`config.mk`:
```
export PLATFORM = sky130hd
export DESIGN_NAME = b_feeder
export DESIGN_NICKNAME = d
export VERILOG_FILES = /design/src/rtl/b_feeder_pkg.sv /design/src/rtl/b_feeder.sv
export SDC_FILE = /design/constraint.sdc
export NUM_CORES = 1
export LEC_CHECK = 0
export BUFFER_PORTS_ARGS = -buffer_cell sky130_fd_sc_hd__buf_2
export CAP_MARGIN = 25
export CELL_PAD_IN_SITES_DETAIL_PLACEMENT = 1
export CELL_PAD_IN_SITES_GLOBAL_PLACEMENT = 2
export CORE_ASPECT_RATIO = 0.8
export CORE_MARGIN = 10
export CORE_UTILIZATION = 31
export DETAILED_ROUTE_END_ITERATION = 10
export PLACE_DENSITY_LB_ADDON = 0.1
export SLEW_MARGIN = 5
export SYNTH_ARGS = -nofsm -noshare
export SYNTH_HDL_FRONTEND = slang
export SYNTH_SLANG_ARGS = --single-unit
```
`constraint.sdc`:
```
create_clock -name clk -period 4.2 [get_ports clk]
set_input_delay 0.84 -clock clk [delete_from_list [all_inputs] [get_ports clk]]
set_output_delay 0.84 -clock clk [all_outputs]
set_load 0.03 [all_outputs]
```
`src/rtl/b_feeder_pkg.sv`:
```
// Shared systolic-array definitions.
//   DEFAULT_BITS_AB : default signed element width of the A/B operands
//   DEFAULT_DIM     : default systolic array dimension
//   feeder_state_t  : state encoding of the B-tile feeder
package b_feeder_pkg;

  localparam int DEFAULT_BITS_AB = 8;
  localparam int DEFAULT_DIM     = 8;

  typedef enum logic [1:0] {
    IDLE,
    LOAD,
    DRAIN,
    DONE
  } feeder_state_t;

endpackage

```
`src/rtl/b_feeder.sv`:
```
// B-tile feeder: loads one DIM x DIM tile of B row by row and presents each
// row, unpacked into signed elements, to the B column skew FIFOs. After the
// last row it pushes 2*DIM-1 zero rows so that the deepest column FIFO is
// flushed, and then pulses done for one cycle.
//
// Ports
//   clk      : clock, all state changes on its rising edge
//   rst      : asynchronous active-high reset
//   start    : one-cycle request to load a tile (honoured only while idle)
//   in_valid : in_data holds a valid row
//   in_data  : packed row; element c at [c*BITS_AB +: BITS_AB]
//   in_ready : row is accepted on a cycle with in_valid && in_ready
//   en       : shift enable for the downstream skew FIFOs (registered)
//   Bout     : unpacked row for the skew FIFO column inputs (registered)
//   busy     : feeder is not idle
//   done     : one-cycle pulse when the tile has been fully flushed
import b_feeder_pkg::*;

module b_feeder #(
  parameter int BITS_AB = DEFAULT_BITS_AB,
  parameter int DIM     = DEFAULT_DIM
) (
  input  logic                      clk,
  input  logic                      rst,
  input  logic                      start,
  input  logic                      in_valid,
  input  logic [BITS_AB*DIM-1:0]    in_data,
  output logic                      in_ready,
  output logic                      en,
  output logic signed [BITS_AB-1:0] Bout [DIM-1:0],
  output logic                      busy,
  output logic                      done
);

  localparam int ROW_W   = $clog2(DIM + 1);
  localparam int DRAIN_W = $clog2(2 * DIM);

  localparam logic [ROW_W-1:0]   LAST_ROW   = ROW_W'(DIM - 1);
  localparam logic [DRAIN_W-1:0] LAST_DRAIN = DRAIN_W'(2 * DIM - 1);

  feeder_state_t      state;
  feeder_state_t      next_state;
  logic [ROW_W-1:0]   row_cnt;
  logic [DRAIN_W-1:0] drain_cnt;
  logic               accept;

  assign in_ready = (state == LOAD);
  assign busy     = (state != IDLE);
  assign done     = (state == DONE);
  assign accept   = in_valid && in_ready;

  // NOTE: next_state gets its default before the case so that no path leaves
  // it unassigned; otherwise synthesis infers a latch.
  always_comb begin
    next_state = state;
    case (state)
      IDLE:    if (start) next_state = LOAD;
      LOAD:    if (accept && row_cnt == LAST_ROW) next_state = DRAIN;
      DRAIN:   if (drain_cnt == LAST_DRAIN) next_state = DONE;
      DONE:    next_state = IDLE;
      default: next_state = IDLE;
    endcase
  end

  // NOTE: sequential state uses non-blocking assignments so every register
  // samples pre-edge values regardless of statement order.
  always_ff @(posedge clk or posedge rst) begin
    if (rst) state <= IDLE;
    else     state <= next_state;
  end

  // DRAIN spans 2*DIM cycles: its first cycle still shows the last loaded
  // row (one-cycle output latency), the remaining 2*DIM-1 show zeros, and
  // the DONE cycle that follows sees en low.
  always_ff @(posedge clk or posedge rst) begin
    if (rst) begin
      row_cnt   <= '0;
      drain_cnt <= '0;
      en        <= 1'b0;
      // NOTE: Bout is a handful of output flops, not a RAM, so resetting it
      // is cheap and guarantees the FIFOs see zeros after reset.
      for (int c = 0; c < DIM; c++) Bout[c] <= '0;
    end else begin
      en <= 1'b0;
      case (state)
        IDLE: begin
          if (start) row_cnt <= '0;
        end
        LOAD: begin
          if (accept) begin
            en <= 1'b1;
            for (int c = 0; c < DIM; c++)
              Bout[c] <= signed'(in_data[c*BITS_AB +: BITS_AB]);
            row_cnt <= row_cnt + 1'b1;
            if (row_cnt == LAST_ROW) drain_cnt <= '0;
          end
        end
        DRAIN: begin
          if (drain_cnt != LAST_DRAIN) begin
            en        <= 1'b1;
            drain_cnt <= drain_cnt + 1'b1;
            for (int c = 0; c < DIM; c++) Bout[c] <= '0;
          end
        end
        default: ;
      endcase
    end
  end

endmodule

```
==> run metrics <==
Yosys top cell by area=dfrtp_1; global placement routability congestion=~0.74; Setup Crit Path Kind=register to primary output; Reg-to-Reg Start=state[1]$_DFFE_PP0P_; Final Hold Fails=0; Iteration-0 DRC Markers=157; Final Max Slew Viols=0; IO Count=~140; RSZ-0062 raised after global routing=false; Worst R2R Setup Slack=1.97 ns; Vias=2367; core box area=9530 um2; fin crit share=0.558; Cell variety after synth=30; fill cell count=1045; drt total wl=9.35 mm; fin crit period=2.34 ns; share of layout cells above drive strength 1=0.454; max cap viols=0; FF-to-FF End=Bout[39]$_DFFE_PP0P_; CTS Root Buffer Type=clkbuf_16; post-CTS setup buffers=0; Initial Util=0.315; die area=14000 um2; Post-Syn Instances=217; Worst Hold Slack=a little under 0.5 ns; hpwl dp=6.73 mm; syn_area_per_cell=~14 um2; crit-path cells=inv_1, ha_1, buf_2; post_cts resized=0; setup violators final=0; CTS Buf Count=9; status=finished clean; setup TNS=0 ns; hold_buf cts=0; CP Capture Point=in_ready; gr ovfl total=0; Area contributors post-synth=dfrtp_1 63%, a22o_1 20%, ha_1 2.9%, buf_6 2.3%, o21ai_0 1.7%; Post-Place Setup Slack=1.97 ns; largest net degree at the start of global routing=65; drt via density=approximately 5; max_slew headroom=0.435; Warnings, synthesis=0; reg2reg path depth=6; Total Routing Usage GR=0.130; die span in y=108 um; initial antenna violation count=1; maximum clock rate=427 MHz; Skew-Pair Late Insertion Delay=0.32 ns; max incr delay on CP=0.41 ns; PwrDens=roughly 1100 nW/um2; TritonCTS Sinks=75; CP Max Fanout=11; post-route setup slack=1.86 ns; DRC viols=0; Req. time, crit path=3.36 ns; WL per Instance=19.6 um; TritonCTS clock tree=done; first-pass GRT wire length=~14 mm; die width=130 um; Peak supply drop=371 uV; Final Power=4.38 mW; vias in the first global route=around 2500; Seq cells post-synth=75; clk slew on worst S/H paths=0.06 ns; htree depth=3; Worst Skew=0.00691 ns; register area share after synthesis=0.626; Worst-Margin Slew=0.847 ns; Hold/Removal Path Class=register to register; Arrival @ worst endpoint=1.50 ns; Worst Setup SP=state[1]$_DFFE_PP0P_; crit path launch type=register; Antenna Violating Nets Remaining=0; crit path capture type=primary output; top cell type's share of synthesized area=0.626; PortBufs=135; syn nets=about 300; leak pwr=2.12 nW; Final #Nets=428; num rows=32; slowest CP cell=dfrtp_1; Pre-antenna DRT Iters=4; post-synth design cell area=3000 um2; Area growth syn-to-layout=35.5%; CTS Buffer Depth=2
cells by family (layout without fill, tap and decap cells):
kind of cell    count (synthesis)  count (layout)  synth area share
compound gates                 88              88             0.246
flops                          75              75             0.626
simple gates                   23              23            0.0450
buf+inv                        23             163            0.0500
fa+ha+maj                       7               7            0.0292
mux                             1               1           0.00375
other cells                     0               1                 0
per-stage QoR:
step           std cells  instance area, um2   util
2_1_floorplan        217                3000      -
5_1_grt              476                4060  0.426
3_5_place_dp         461                3750  0.393
4_1_cts              476                4060  0.426
3_3_place_gp         461                3750  0.393
6_report             477                4070  0.427
cell type report:
type	instances	area, um2	share of cell area
Clock buffer	9	225	0.0554
Inverter	8	30.0	0.00739
Antenna cell	1	2.50	0.000616
Sequential cell	75	1880	0.462
Tap cell	119	149	0.0366
Timing Repair Buffer	140	713	0.175
Multi-Input combinational cell	119	980	0.241
Clock inverter	6	88.8	0.0219
registers in the layout, summed over array words and instances (netlist names):
signal,cells
row_cnt,4
drain_cnt,4
en,1
state,2
Bout,64
how the worst min path moves through the flow:
stage	from	to	slack [ns]	cells after the start
global placement	Bout[49]$_DFFE_PP0P_	Bout[49]$_DFFE_PP0P_	0.48	1
global route	Bout[12]$_DFFE_PP0P_	Bout[12]$_DFFE_PP0P_	0.51	1
CTS	Bout[6]$_DFFE_PP0P_	Bout[6]$_DFFE_PP0P_	0.50	1
finish	Bout[42]$_DFFE_PP0P_	Bout[42]$_DFFE_PP0P_	0.50	1
floorplan	row_cnt[1]$_DFFE_PP0P_	row_cnt[1]$_DFFE_PP0P_	0.49	2
detailed placement	Bout[5]$_DFFE_PP0P_	Bout[5]$_DFFE_PP0P_	0.48	1
worst max-delay path: cells and delay by family (launching register included):
family | cells | cell delay [ns]
DFF | 1 | 0.41
buffers and inverters | 2 | 0.39
adders and majority gates | 1 | 0.38
cell usage in the layout (no fill, tap or decap):
cell type / netlist / final
nor4_1: 1 / 1
nand2b_1: 3 / 3
ha_1: 7 / 7
buf_2: 6 / 135
dfrtp_1: 75 / 75
a32o_1: 1 / 1
diode_2: 0 / 1
a22o_1: 67 / 67
a31oi_1: 1 / 1
clkinvlp_4: 0 / 2
nand4b_1: 1 / 1
o21ai_0: 10 / 10
nand3_1: 4 / 4
and2_1: 1 / 1
a21boi_0: 1 / 1
nand3_2: 1 / 1
nor2b_1: 2 / 2
buf_4: 3 / 5
inv_2: 0 / 1
nor3b_4: 0 / 1
inv_1: 8 / 7
a221o_1: 1 / 1
mux2_2: 1 / 1
a22oi_1: 1 / 1
nand2_1: 6 / 6
nor3_1: 1 / 1
clkinv_2: 0 / 1
a21oi_1: 3 / 3
a41oi_1: 1 / 1
inv_6: 0 / 1
clkbuf_16: 0 / 9
bufinv_16: 0 / 2
nor2b_2: 1 / 1
a21boi_2: 1 / 1
nor2_1: 1 / 1
o221ai_4: 1 / 1
where the power goes:
| group | leakage, nW | switching (mW) | total, mW | internal [mW] |
|---|---|---|---|---|
| sequential | 0.949 | 0.188 | 1.26 | 1.07 |
| combinational | 1.03 | 1.50 | 2.30 | 0.809 |
| clock | 0.148 | 0.299 | 0.817 | 0.518 |
| total | 2.12 | 1.98 | 4.38 | 2.40 |
per-layer routing:
layer,vias up,GRT usage,wire (um)
met1,1194,0.170,4360
met2,77,0.193,4200
met4,0,0.0313,30
li1,1094,-,-
met3,2,0.0582,763
met5,-,0,0
cell usage after synthesis:
cell type and instances:
a21boi_0 1, inv_1 8, nand2_1 6, nand2b_1 3, buf_4 3, nor4_1 1
nor3_1 1, a22oi_1 1, a41oi_1 1, a21oi_1 3, and2_1 1, a31oi_1 1
a221o_1 1, dfrtp_1 75, nand3_1 4, nor3b_2 1, ha_1 7, buf_6 6
a22o_1 67, nand4b_1 1, mux2_2 1, nand3_2 1, a21boi_2 1, o221ai_4 1
o21ai_0 10, nor2b_1 2, buf_2 6, nor2_1 1, nor2b_2 1, a32o_1 1
Power figures use the tool's default switching activity.
